[config.mk]
export PLATFORM = sky130hd
export DESIGN_NAME = bike_reg_bank_array
export DESIGN_NICKNAME = d
export VERILOG_FILES = /design/src/rtl/bike_reg_bank_array.sv
export SDC_FILE = /design/constraint.sdc
export NUM_CORES = 2
export LEC_CHECK = 0
export CORE_AREA = 2 2 427 429
export CTS_BUF_LIST = sky130_fd_sc_hd__clkbuf_4 sky130_fd_sc_hd__clkbuf_8 sky130_fd_sc_hd__clkbuf_16
export CTS_CLUSTER_DIAMETER = 30
export DETAILED_ROUTE_END_ITERATION = 7
export DIE_AREA = 0 0 429 431
export DONT_BUFFER_PORTS = 1
export GPL_TIMING_DRIVEN = 1
export PLACE_DENSITY = 0.52
export SETUP_SLACK_MARGIN = 0.2
export SYNTH_ARGS = -nofsm -noshare
export SYNTH_HDL_FRONTEND = slang
export SYNTH_SLANG_ARGS = --single-unit
export TNS_END_PERCENT = 1
[constraint.sdc]
create_clock -name clk -period 5.9 [get_ports clk]
set_input_delay 0.295 -clock clk [delete_from_list [all_inputs] [get_ports clk]]
set_output_delay 0.295 -clock clk [all_outputs]
set_load 0.02 [all_outputs]
[src/rtl/bike_reg_bank_array.sv]
`default_nettype none
// ============================================================================
// Module   : bike_reg_bank_array
// Purpose  : Multi-bank register array. Each bank holds BANK_SIZE words. A
//            valid/ready word stream fills a bank through an auto-incrementing
//            write pointer. Banks can be read one word at a time (registered,
//            1-cycle latency) or all at once on the flat dout bus. Each bank
//            has full/empty status and its own clear. An optional ring mode
//            wraps the write pointer after the bank is full.
// Ports    : clk, reset (sync, active-high), clear[NUM_OF_BANKS]
//            wr_valid/wr_bank/wr_data -> wr_ready (combinational)
//            rd_req/rd_bank/rd_addr   -> rd_valid/rd_data (registered)
//            full/empty per bank, dout = flat view of every word
// Revision : 1.0 - initial release
// ============================================================================
module bike_reg_bank_array #(
    parameter int NUM_OF_BANKS = 4,
    parameter int BANK_SIZE    = 8,
    parameter int WORD_WIDTH   = 32,
    parameter int WRAP         = 0,
    parameter int BSEL_W       = (NUM_OF_BANKS > 1) ? $clog2(NUM_OF_BANKS) : 1,
    parameter int PTR_W        = (BANK_SIZE > 1) ? $clog2(BANK_SIZE) : 1
) (
    input  logic                                       clk,
    input  logic                                       reset,
    input  logic [NUM_OF_BANKS-1:0]                    clear,
    input  logic                                       wr_valid,
    input  logic [BSEL_W-1:0]                          wr_bank,
    input  logic [WORD_WIDTH-1:0]                      wr_data,
    output logic                                       wr_ready,
    input  logic                                       rd_req,
    input  logic [BSEL_W-1:0]                          rd_bank,
    input  logic [PTR_W-1:0]                           rd_addr,
    output logic                                       rd_valid,
    output logic [WORD_WIDTH-1:0]                      rd_data,
    output logic [NUM_OF_BANKS-1:0]                    full,
    output logic [NUM_OF_BANKS-1:0]                    empty,
    output logic [NUM_OF_BANKS*BANK_SIZE*WORD_WIDTH-1:0] dout
);

    localparam int             c_BANK_BITS  = BANK_SIZE * WORD_WIDTH;
    localparam int             c_TOTAL_BITS = NUM_OF_BANKS * c_BANK_BITS;
    localparam logic [PTR_W-1:0] c_LAST_PTR = PTR_W'(BANK_SIZE - 1);

    typedef enum logic [0:0] {
        S_FILLING = 1'b0,
        S_FULL    = 1'b1
    } bank_state_t;

    // Per-bank results gathered as nets so each bank's generate block drives
    // only its own slice.
    wire [NUM_OF_BANKS-1:0] w_accept;
    wire [NUM_OF_BANKS-1:0] w_full;
    wire [NUM_OF_BANKS-1:0] w_empty;
    wire [c_TOTAL_BITS-1:0] w_flat;

    logic [WORD_WIDTH-1:0]  w_rd_word;
    logic                   r_rd_valid;
    logic [WORD_WIDTH-1:0]  r_rd_data;

    // At most one bank matches wr_bank. An out-of-range bank matches none,
    // so the OR reduction also covers the out-of-range case.
    assign wr_ready = |w_accept;

    generate
        for (genvar b = 0; b < NUM_OF_BANKS; b++) begin : g_bank
            logic [PTR_W-1:0]       r_ptr;
            logic                   r_empty;
            logic [c_BANK_BITS-1:0] r_words;
            bank_state_t            r_state;
            bank_state_t            w_state_nxt;
            logic                   w_hit;
            logic                   w_last;
            logic                   w_xfer;

            assign w_hit  = (wr_bank == BSEL_W'(b));
            assign w_last = (r_ptr == c_LAST_PTR);
            // A clear in the same cycle blocks the write, so clear always wins.
            assign w_accept[b] = w_hit & ~clear[b] &
                                 ((WRAP != 0) | (r_state == S_FILLING));
            assign w_xfer = wr_valid & w_accept[b];

            always_comb begin
                w_state_nxt = r_state;
                if (clear[b]) begin
                    w_state_nxt = S_FILLING;
                end else if (w_xfer && w_last) begin
                    w_state_nxt = S_FULL;
                end
            end

            always_ff @(posedge clk) begin
                if (reset) begin
                    r_state <= S_FILLING;
                    r_ptr   <= '0;
                    r_empty <= 1'b1;
                    r_words <= '0;
                end else begin
                    r_state <= w_state_nxt;
                    if (clear[b]) begin
                        r_ptr   <= '0;
                        r_empty <= 1'b1;
                        r_words <= '0;
                    end else if (w_xfer) begin
                        r_empty <= 1'b0;
                        for (int k = 0; k < BANK_SIZE; k++) begin
                            if (r_ptr == PTR_W'(k)) begin
                                r_words[k*WORD_WIDTH +: WORD_WIDTH] <= wr_data;
                            end
                        end
                        // Without ring mode the pointer parks on the last slot;
                        // further writes are already refused through wr_ready.
                        if (!w_last) begin
                            r_ptr <= r_ptr + PTR_W'(1);
                        end else if (WRAP != 0) begin
                            r_ptr <= '0;
                        end
                    end
                end
            end

            assign w_full[b]  = (r_state == S_FULL);
            assign w_empty[b] = r_empty;
            assign w_flat[b*c_BANK_BITS +: c_BANK_BITS] = r_words;
        end
    endgenerate

    // Word select from the register contents as they stand before the edge,
    // so a read colliding with a write/clear of the same slot returns old data.
    // Out-of-range bank or address matches nothing and yields zero.
    always_comb begin
        w_rd_word = '0;
        for (int b = 0; b < NUM_OF_BANKS; b++) begin
            for (int k = 0; k < BANK_SIZE; k++) begin
                if ((rd_bank == BSEL_W'(b)) && (rd_addr == PTR_W'(k))) begin
                    w_rd_word = w_flat[(b*BANK_SIZE+k)*WORD_WIDTH +: WORD_WIDTH];
                end
            end
        end
    end

    always_ff @(posedge clk) begin
        if (reset) begin
            r_rd_valid <= 1'b0;
            r_rd_data  <= '0;
        end else begin
            r_rd_valid <= rd_req;
            if (rd_req) begin
                r_rd_data <= w_rd_word;
            end
        end
    end

    assign rd_valid = r_rd_valid;
    assign rd_data  = r_rd_data;
    assign full     = w_full;
    assign empty    = w_empty;
    assign dout     = w_flat;

endmodule
`default_nettype wire

==> results.sh <==
export IMPL_grt_total_usage=0.420
export IMPL_max_freq_mhz=242
export IMPL_io_pins=1113
export IMPL_final_cell_mix="nand2_1 (2,200), a21oi_1 (1,206), dfxtp_1 (1,077)"
export IMPL_fin_crit_sh=0.701
export IMPL_cp_max_fo=17
export IMPL_fin_skew_ns=0.0600
export IMPL_required_ns=6.77
export IMPL_ys_async_sr_fraction=0
export IMPL_status="complete, no violations"
export IMPL_port_buffers=0
export IMPL_via_per_inst=6.24
export IMPL_grt_antenna_before_repair=41
export IMPL_tns_ns=0
export IMPL_areaGrowthSynthToFinish_pct=27.6
export IMPL_vias=55688
export IMPL_leakagePower_nw=19.8
export IMPL_clockBufferDepth=4
export IMPL_drc=0
export IMPL_synth_seq_cells=1077
export IMPL_relSlewSlack=0.0502
export IMPL_drt_iter0_drc=10330
export IMPL_worst_pin_slew_ns=1.42
export IMPL_crit_path_top_delay_cell="and2_1"
export IMPL_design_area_um2=60700
export IMPL_netlist_instances=6424
export IMPL_grt_pass1_vias=49322
export IMPL_cap_violations=0
export IMPL_syn_num_nets=6495
export IMPL_vdd_drop_max_uv=305
export IMPL_start_util=0.264
export IMPL_synth_area_um2=47500
export IMPL_grt_overflow_total=0
export IMPL_setup_violations_final=0
export IMPL_yosys_warnings=0
export IMPL_layout_nets=6402
export IMPL_crit_path_cell_trace="nor2_1 > nand2_1 > dlygate4sd3_1 > nor2_1 > and2_1 > buf_4 > nand2_1 > dlygate4sd3_1 > a21oi_1"
export IMPL_slew_violations=0
export IMPL_power_mw=25.2
export IMPL_ys_flop_type="dfxtp_1"
export IMPL_ant_nets=0
export IMPL_dieHeight_um=431
export IMPL_power_density_nw_per_um2=416
export IMPL_cts_sinks=1077
export IMPL_synth_area_top_cells="dfxtp_1 (45%), nand2_1 (17%), a21oi_1 (13%), clkbuf_1 (3.5%), nor2_1 (1.7%)"
export IMPL_core_area_um2=180000
export IMPL_detailed_place_area_um2=48700
export IMPL_fill_cells=18642
export IMPL_clock_latency_ns=0.98
export IMPL_globalplace_congestion=1.08
export IMPL_max_stage_delay_ns=0.81
export IMPL_endpoint_kind="flip-flop"
export IMPL_path_class="reg -> reg"
export IMPL_cts_buffers=300
export IMPL_synth_edf_count=0
export IMPL_cts_tree="built"
export IMPL_root_buffer="clkbuf_16"
export IMPL_first_pass_iters=8
export IMPL_hpwl_um=294000
export IMPL_min_path_type="in -> reg"
export IMPL_synth_top_area_share=0.454
export IMPL_rsz0062_at_grt="false"
export IMPL_cts_htree_levels=5
export IMPL_post_drt_wl_per_cell_um=45.6
export IMPL_std_cell_rows=156
export IMPL_die_x_um=429
export IMPL_cts_resized=0
export IMPL_grt_first_pass_wirelength_um=520000
export IMPL_avgSynthCellArea_um2=7.40
export IMPL_path_clk_slew_ns=0.04
export IMPL_post_cts_setup_buffer_count=0
export IMPL_timing_critical_path_from_type="flip-flop"
export IMPL_ys_seq_area_frac=0.454
export IMPL_synth_top_area_cell="dfxtp_1"
export IMPL_die_area_um2=185000
export IMPL_drive_above_1_share=0.120
export IMPL_min_period_ns=4.14
export IMPL_grt_max_degree=189
export IMPL_hold_viol=0
export IMPL_arrival_ns=5.00
export IMPL_synth_cell_types=104
export IMPL_ctsHoldBuffers=118
export IMPL_totalWireLength_um=407000
export IMPL_final_common_cell="nand2_1"
## report_power, final
part	total (mW)	internal, mW	switching [mW]
clock	16.4	11.5	4.96
sequential	7.44	7.33	0.107
combinational	1.37	0.301	1.07
## synthesized netlist by cell type, drive strengths merged, types with 9 or more instances
library cell	n
a21oi	1207
mux2i	27
a211o	14
a211oi	43
buf	186
a22oi	79
nand3	54
ha	24
o21ai	158
nand2b	15
a21o	12
a22o	13
nor3	48
dfxtp	1077
nand2	2215
o2bb2ai	9
or2	9
a221oi	40
o31ai	14
inv	24
o22ai	108
a221o	17
nor2	231
clkbuf	441
o22a	9
o221ai	41
nor2b	17
and2	20
a31oi	33
and3	27
a222oi	9
nor3b	9
mux2	12
or3	14
o211ai	30
## layout make-up
type,instances,area (um2),share of cell area
antenna,17,42.5,0.000701
clock buffer,396,8690,0.143
clock inverter,117,1460,0.0241
inverter,24,95.1,0.00157
multi-input combinational,4696,23200,0.383
sequential,1077,21600,0.355
tap,2370,2970,0.0489
timing repair buffer,232,2640,0.0435
## worst paths after layout
| path | startpoint | endpoint | slack (ns) | cells after the start |
|---|---|---|---|---|
| worst max-delay path | g_bank[3].r_state | g_bank[3].r_words[245] | 1.76 | 9 |
| worst min-delay path | rd_bank[1] | rd_data[14] | 0.03 | 4 |
| worst max register to register | g_bank[3].r_state | g_bank[3].r_words[245] | 1.76 | 9 |
| worst min register to register | g_bank[1].r_ptr[1] | g_bank[1].r_ptr[1] | 0.57 | 2 |
## flip-flops by register name, summed over array words and instances (netlist names)
signal and count:
g_bank.r_empty 4, g_bank.r_ptr 12, g_bank.r_state 4, g_bank.r_words 1024, rd_data 32, rd_valid 1
## worst max-delay path: cells and delay by family, from the launching register on
family                 cells  cell delay, ns
AOI/OAI and AO/OA          1            0.14
and+or+nand+nor            5            1.96
DFF                        1            0.38
buffers and inverters      3            1.57
## logic make-up after synthesis
kind of cell | count (synthesis) | synth area share
and+or+nand+nor | 2703 | 0.231
AOI/OAI and AO/OA | 1924 | 0.237
DFF | 1077 | 0.454
buffers and inverters | 651 | 0.0612
muxes | 41 | 0.00947
adders and majority gates | 24 | 0.00632
xor gates and xnor gates | 4 | 0.000737
## routing by layer
layer,global-route usage,part of all wire,up-vias
met3,0.207,0.14,1488
met1,0.439,0.32,27086
met5,0,0.00085,-
met4,0.365,0.11,28
li1,-,-,21909
met2,0.629,0.42,5177
## stage by stage
step | util | hold WS, ns | instances | setup WS (ns)
floorplan | - | 0.431 | 6424 | 3.90
global placement | 0.270 | 0.383 | 8279 | 2.15
detailed placement | 0.270 | 0.385 | 8281 | 2.09
CTS | 0.337 | 0.00284 | 8912 | 1.87
global route | 0.337 | 0.0457 | 8916 | 1.69
finish | 0.337 | 0.0315 | 8929 | 1.76
Power figures use the tool's default switching activity.
